$ cat src/rtl/charge_meas_avg.sv
// charge_meas_avg: waits out a settling window after each i_ref change, then averages 2**LOG2_AVG ADC samples.
// Optional: define CHARGE_MEAS_SAT_FLAG_EN to add the per-measurement 'saturated' output.
`default_nettype none

module charge_meas_avg #(
    parameter int BUS_WIDTH     = 10,
    parameter int LOG2_AVG      = 3,
    parameter int SETTLE_CYCLES = 16
) (
    input  logic                 clk,
    input  logic                 rst,
    input  logic                 enable,
    input  logic [BUS_WIDTH-1:0] i_ref,
    input  logic [BUS_WIDTH-1:0] adc_data,
    input  logic                 adc_valid,
    output logic [BUS_WIDTH-1:0] q_measured,
    output logic                 ready,
    output logic                 busy
`ifdef CHARGE_MEAS_SAT_FLAG_EN
    ,
    output logic                 saturated
`endif
);

    localparam int ACC_W = BUS_WIDTH + LOG2_AVG;
    localparam int CNT_W = LOG2_AVG + 1;
    localparam int SET_W = (SETTLE_CYCLES > 1) ? $clog2(SETTLE_CYCLES) : 1;
    localparam logic [SET_W-1:0] SETTLE_LOAD = SET_W'(SETTLE_CYCLES - 1);
    localparam logic [CNT_W-1:0] LAST_SAMPLE = CNT_W'((1 << LOG2_AVG) - 1);

    typedef enum logic [1:0] {
        IDLE   = 2'd0,
        SETTLE = 2'd1,
        ACCUM  = 2'd2,
        DONE   = 2'd3
    } state_t;

    state_t               state;
    state_t               state_nxt;
    logic [BUS_WIDTH-1:0] i_ref_q;
    logic [SET_W-1:0]     settle_cnt;
    logic [ACC_W-1:0]     acc;
    logic [CNT_W-1:0]     sample_cnt;

    logic                 iref_change;
    logic [ACC_W-1:0]     acc_sum;
    logic                 load_settle;
    logic                 dec_settle;
    logic                 clear_acc;
    logic                 take_sample;
    logic                 finish;

    assign iref_change = (i_ref != i_ref_q);
    assign acc_sum     = acc + ACC_W'(adc_data);
    assign busy        = (state == SETTLE) || (state == ACCUM);

    always_ff @(posedge clk or posedge rst) begin
        if (rst) begin
            state <= IDLE;
        end else begin
            state <= state_nxt;
        end
    end

    // An i_ref change outranks a completing sample so a result never mixes two references.
    always_comb begin
        state_nxt   = state;
        load_settle = 1'b0;
        dec_settle  = 1'b0;
        clear_acc   = 1'b0;
        take_sample = 1'b0;
        finish      = 1'b0;
        if (!enable) begin
            state_nxt = IDLE;
            clear_acc = 1'b1;
        end else begin
            case (state)
                IDLE: begin
                    state_nxt   = SETTLE;
                    load_settle = 1'b1;
                end
                SETTLE: begin
                    if (iref_change) begin
                        load_settle = 1'b1;
                    end else if (settle_cnt == '0) begin
                        state_nxt = ACCUM;
                        clear_acc = 1'b1;
                    end else begin
                        dec_settle = 1'b1;
                    end
                end
                ACCUM: begin
                    if (iref_change) begin
                        state_nxt   = SETTLE;
                        load_settle = 1'b1;
                        clear_acc   = 1'b1;
                    end else if (adc_valid) begin
                        take_sample = 1'b1;
                        if (sample_cnt == LAST_SAMPLE) begin
                            state_nxt = DONE;
                            finish    = 1'b1;
                        end
                    end
                end
                DONE: begin
                    state_nxt   = SETTLE;
                    load_settle = 1'b1;
                end
                default: begin
                    state_nxt = IDLE;
                end
            endcase
        end
    end

    // Result and ready are registered on the final sample so both appear together in DONE.
    always_ff @(posedge clk or posedge rst) begin
        if (rst) begin
            i_ref_q    <= '0;
            settle_cnt <= '0;
            acc        <= '0;
            sample_cnt <= '0;
            q_measured <= '0;
            ready      <= 1'b0;
        end else begin
            i_ref_q <= i_ref;
            ready   <= finish;
            if (load_settle) begin
                settle_cnt <= SETTLE_LOAD;
            end else if (dec_settle) begin
                settle_cnt <= settle_cnt - SET_W'(1);
            end
            if (clear_acc) begin
                acc        <= '0;
                sample_cnt <= '0;
            end else if (take_sample) begin
                acc        <= acc_sum;
                sample_cnt <= sample_cnt + CNT_W'(1);
            end
            if (finish) begin
                q_measured <= acc_sum[ACC_W-1:LOG2_AVG];
            end
        end
    end

`ifdef CHARGE_MEAS_SAT_FLAG_EN
    logic sat_sticky;
    logic sample_sat;

    assign sample_sat = (adc_data == '0) || (adc_data == '1);

    always_ff @(posedge clk or posedge rst) begin
        if (rst) begin
            sat_sticky <= 1'b0;
            saturated  <= 1'b0;
        end else begin
            if (clear_acc) begin
                sat_sticky <= 1'b0;
            end else if (take_sample) begin
                sat_sticky <= sat_sticky | sample_sat;
            end
            if (finish) begin
                saturated <= sat_sticky | sample_sat;
            end
        end
    end
`endif

endmodule

`default_nettype wire
$ cat config.mk
export PLATFORM = sky130hd
export DESIGN_NAME = charge_meas_avg
export DESIGN_NICKNAME = d
export VERILOG_FILES = /design/src/rtl/charge_meas_avg.sv
export SDC_FILE = /design/constraint.sdc
export NUM_CORES = 1
export LEC_CHECK = 0
export ABC_CLOCK_PERIOD_IN_PS = 3560
export BUFFER_PORTS_ARGS = -buffer_cell sky130_fd_sc_hd__buf_2
export CAP_MARGIN = 20
export CORE_AREA = 10 10 99 101
export CTS_BUF_LIST = sky130_fd_sc_hd__clkbuf_8
export DETAILED_ROUTE_END_ITERATION = 10
export DIE_AREA = 0 0 109 111
export PLACE_DENSITY = 0.46
export SYNTH_ARGS = -nofsm -noshare
export SYNTH_HDL_FRONTEND = slang
export SYNTH_SLANG_ARGS = --single-unit
$ cat constraint.sdc
create_clock -name clk -period 3.56 [get_ports clk]
set_input_delay 0.178 -clock clk [delete_from_list [all_inputs] [get_ports clk]]
set_output_delay 0.178 -clock clk [all_outputs]
set_load 0.01 [all_outputs]
# After elaboration in Yosys (flattened, before gate mapping)
# Index checks and enable logic that the tools add are counted.
# word_totals
regBits	44
in_bits	24
elab_cells	60
# op_classes
addsub	3
n_eq_ne	9
mux	33
n_reduce_logical	8
# ops
cell	n
two-way mux 13 bit	2
two-way mux 1 bit	18
two-way mux 4 bit	4
adder 13 x 10 -> 13 bit	1
two-way mux 2 bit	6
!= test 10 bit	1
case mux 2 bit (3 select lines)	1
adder 4 x 1 -> 4 bit, second input constant	1
equality test 2 bit, second input constant	2
equality test 4 x 3 -> 1 bit, second input constant	1
logical NOT 4 bit	1
!= test 4 x 3 -> 1 bit, second input constant	1
!= test 4 bit, second input constant	1
case mux 1 bit (2 select lines)	2
AND reduction 4 bit	1
nonzero test 2 bit	2
OR reduction 2 bit	2
subtractor 4 x 1 -> 4 bit, second input constant	1
!= test 3 x 2 -> 1 bit, second input constant	1
!= test 3 bit, second input constant	1
equality test 2 x 1 -> 1 bit, second input constant	1
logical NOT 2 bit	1
logical OR 1 bit	1

# Depth between registers and ports, before layout
# logic_depth
depth_word	7
mapped_depth	9
ltp_nobuf	9

# Worst setup path before layout
# OpenSTA, ideal clock, no wires.
# synth_timing
kind	register to register
from	register acc[0]
to	register acc[12]
setup_ps	73
arrival_time_ps	2187
required_time_ps	3487
path_slack_ps	1300
path_stages_with_launch	10
path_buffers	0
period_less_slack_ps	2260
path_cell_list	dfrtp_1 -> ha_1 -> inv_1 -> fa_1 -> nor2b_1 -> o31a_1 -> o2111ai_1 -> and2_1 -> or4_4 -> a21oi_2
# synth_via
elab_chain_len	3
# synth_lines
element	line	rtl
start: declaration	42	logic [ACC_W-1:0] acc;
start signal: assignment	137	acc <= acc_sum;
adder 13 x 10 -> 13 bit	54	assign acc_sum = acc + ACC_W'(adc_data);
two-way mux 13 bit	136	end else if (take_sample) begin
two-way mux 13 bit	133	if (clear_acc) begin
# Every way passes these cells. The select of a mux whose other input is x is not followed.
# A chain may end at the register's enable or synchronous reset.

# Final worst setup path
# layout_timing
from	input port i_ref[0]
to	register q_measured[3]
# layout_via
elab_chain_len	4
# layout_lines
element	line	rtl
start: declaration	13	input logic [BUS_WIDTH-1:0] i_ref,
!= test 10 bit	53	assign iref_change = (i_ref != i_ref_q);
two-way mux 1 bit	93	if (iref_change) begin
two-way mux 1 bit	77	case (state)
two-way mux 1 bit	73	if (!enable) begin
named net finish	51	logic finish;
end signal: assignment	141	q_measured <= acc_sum[ACC_W-1:LOG2_AVG];
end: declaration	16	output logic [BUS_WIDTH-1:0] q_measured,
# The timed path passes the listed nets, and every way through them passes these cells.

==> impl_metrics.py <==
metrics = {
    "worst_setup_path": {
        "cp-start-kind": "input port",
        "required_ps": 3750,
        "critPathKind": "input port to flip-flop",
        "cp-startpoint": "i_ref[0]",
        "cp.arrival_ps": 2830,
        "reg2reg_slack_ps": 1060,
        "worstReg2RegEnd": "q_measured[3]",
        "endpoint": "q_measured[3]",
        "ff2ff_path_depth": 6,
        "rr_startpoint": "i_ref_q[6]",
        "critPathMaxFanout": 14,
        "cp-end-kind": "flip-flop",
    },
    "global_routing": {
        "grt_start_max_net_pins": 45,
        "grtUsageMet1_pct": 11.7,
        "grt_busiest_layer": "met2",
        "grt_overflow": 0,
        "gr-usage-met2_pct": 14.7,
        "antenna_found_initial": 0,
        "grt_usage_pct": 9.43,
        "grt_pass1_vias": 1977,
        "met3_usage_pct": 3.14,
        "grt_pass1_wl_um": 9350,
    },
    "sta": {
        "hold_ws_ps": -4.79,
        "rsz0062_at_grt": "no",
        "finalMaxSlewViolations": 0,
        "final-setup-viol-count": 0,
        "finalWorstSetupSlack_ps": 920,
        "slew_headroom_pct": 45.2,
        "finalHoldViolCount": 12,
        "max_freq_mhz": 379,
        "final.setup_skew_ps": 14.2,
        "setup_tns_ps": 0,
        "tightest_slew_ps": 822,
        "min_period_ps": 2640,
        "fin_crit_sh_pct": 74.2,
    },
    "logic_synthesis": {
        "synth.net_count": 290,
        "ys_seq_area_share_pct": 44.9,
        "synth_edf_count": 0,
        "syn_area_um2": 2450,
        "netlist_instances": 250,
        "yosysWarnings": 0,
        "syn_area_per_cell_um2": 9.81,
        "synthArstFlopShare_pct": 100,
        "ys_ff_latch": 44,
        "synthFlopType": "dfrtp_1",
        "synth_cell_types": 44,
    },
    "floorplan": {
        "start_util_pct": 30.8,
        "die_h_um": 111,
        "core_um2": 7970,
        "die_area_um2": 12100,
        "row_count": 33,
        "ios": 36,
        "die_x_um": 109,
    },
    "pwr": {
        "vdd_drop_max_uv": 169,
        "p_per_area_nw_per_um2": 377,
        "leakagePower_nw": 1.34,
    },
    "finish": {
        "drive_gt1_share_pct": 19.3,
        "fin_area_um2": 2950,
        "final_cell_mix": "44 x dfrtp_1, 36 x nand2_1, 35 x buf_2",
        "n_antenna_cell": 0,
        "syn2layout_area_growth_pct": 20.3,
        "final.fill_count": 832,
        "nNetsFinal": 335,
        "instances_no_fill": 401,
        "final_common_cell": "dfrtp_1",
    },
    "placed_design": {
        "dp_cells": 383,
        "io_buffers": 35,
        "dp.final_hpwl_um": 3920,
        "gp_congestion": 0.796,
        "dpl_worst_slack_ps": 1000,
        "postPlaceCellArea_um2": 2730,
    },
    "flow_run": {
        "drv_cap": 0,
    },
    "clock_tree": {
        "cts_root_buf": "clkbuf_8",
        "htree_levels": 2,
        "clk_latency_ps": 300,
        "post_cts_buffers": 0,
        "cts_made_buffers": 5,
        "clockBufferDepth": 2,
        "cts.clk_slew.worst_paths_ps": 90,
        "cts_tree": "done",
        "cts.repair.resized": 0,
        "cts_num_sinks": 44,
    },
    "drt": {
        "drt_iter0_drc": 44,
        "first_pass_iters": 4,
        "wire_per_inst_um": 13.5,
        "postRouteAntennaNets": 0,
        "vias": 1898,
        "via_per_inst": 4.73,
        "drt_wl_total_um": 5420,
        "post-route-drc-count": 0,
    },
    "outcome": {
        "violations": "hold timing",
        "status": "finished, violations left",
    },
    "hold_path": {
        "hp-class": "input port to asynchronous set/reset pin",
    },
}
==> stage by stage <==
stage               util [%]  power, mW
global placement        34.2      0.703
floorplan                  -      0.650
CTS                     37.0       1.13
finish                  37.0       1.11
global route            37.0       1.18
detailed placement      34.2      0.704
==> cell families (layout without fill, tap and decap cells) <==
family | count (synthesis) | after routing | synth area share (%)
xor gates and xnor gates | 23 | 23 | 8.21
muxes | 10 | 10 | 4.44
and+or+nand+nor | 77 | 77 | 16.1
DFF | 44 | 44 | 44.9
buffers and inverters | 22 | 68 | 3.67
AOI/OAI and AO/OA | 58 | 58 | 14.2
adders and majority gates | 16 | 16 | 8.47
==> critical path: stages <==
cell and delay [ps]:
dlygate4sd3_1 540, buf_2 130, xnor2_1 150, nand4_2 180, nor3_4 450, nand4_1 620, inv_1 230, mux2_2 350
==> power by group <==
part | leakage [nW] | switching, mW | total, mW | internal, mW
clock network | 0.0614 | 0.183 | 0.413 | 0.230
logic | 0.712 | 0.104 | 0.177 | 0.0732
registers | 0.569 | 0.00962 | 0.523 | 0.513
==> synthesized netlist by cell type, types with 4 or more instances <==
| cell | count | share of area (%) |
|---|---|---|
| a21o_1 | 4 | 1.2 |
| a21oi_1 | 24 | 4.9 |
| buf_2 | 6 | 1.2 |
| dfrtp_1 | 44 | 45 |
| ha_1 | 15 | 7.7 |
| inv_1 | 14 | 2.1 |
| mux2_2 | 7 | 3.2 |
| nand2_1 | 36 | 5.5 |
| nand3_1 | 7 | 1.4 |
| nor2_1 | 12 | 1.8 |
| o21ai_0 | 13 | 2.7 |
| xnor2_1 | 21 | 7.5 |
==> cell type report <==
type                            instances  area (um^2)  area share [%]
Sequential cell                        44         1100            37.3
Clock inverter                          2         38.8            1.31
Tap cell                              105          131            4.45
Timing Repair Buffer                   46          283            9.58
Multi-Input combinational cell        184         1260            42.7
Inverter                               14         52.6            1.78
Clock buffer                            6         82.6            2.80
==> flip-flops by register name, indices dropped and copies added, names as in the netlist <==
signal and cells:
acc 13, i_ref_q 10, q_measured 10, sample_cnt 4
settle_cnt 4, state 2, ready 1
==> how the worst min path moves through the flow <==
stage,cells past startpoint,startpoint,slack (ps),end
2_1_floorplan,0,i_ref[0],210,i_ref_q[0]
3_3_place_gp,1,i_ref[2],310,i_ref_q[2]
3_5_place_dp,1,i_ref[4],310,i_ref_q[4]
4_1_cts,3,rst,10,sample_cnt[0]
5_1_grt,3,rst,30,i_ref_q[8]
6_report,3,rst,-5,i_ref_q[7]
==> repair_timing <==
action / 4_1_cts / 5_1_grt
endpoints found under the setup margin: 0 / 0
hold buffers: 10 / 0
endpoints found under the hold margin: 10 / 0
==> metal layers <==
layer / vias up / part of all wire (%)
li1: 959 / -
met1: 890 / 47
met2: 41 / 46
met3: 8 / 6.2
met4: 0 / 1.1
met5: - / 0
(Power assumes the default switching activity.)
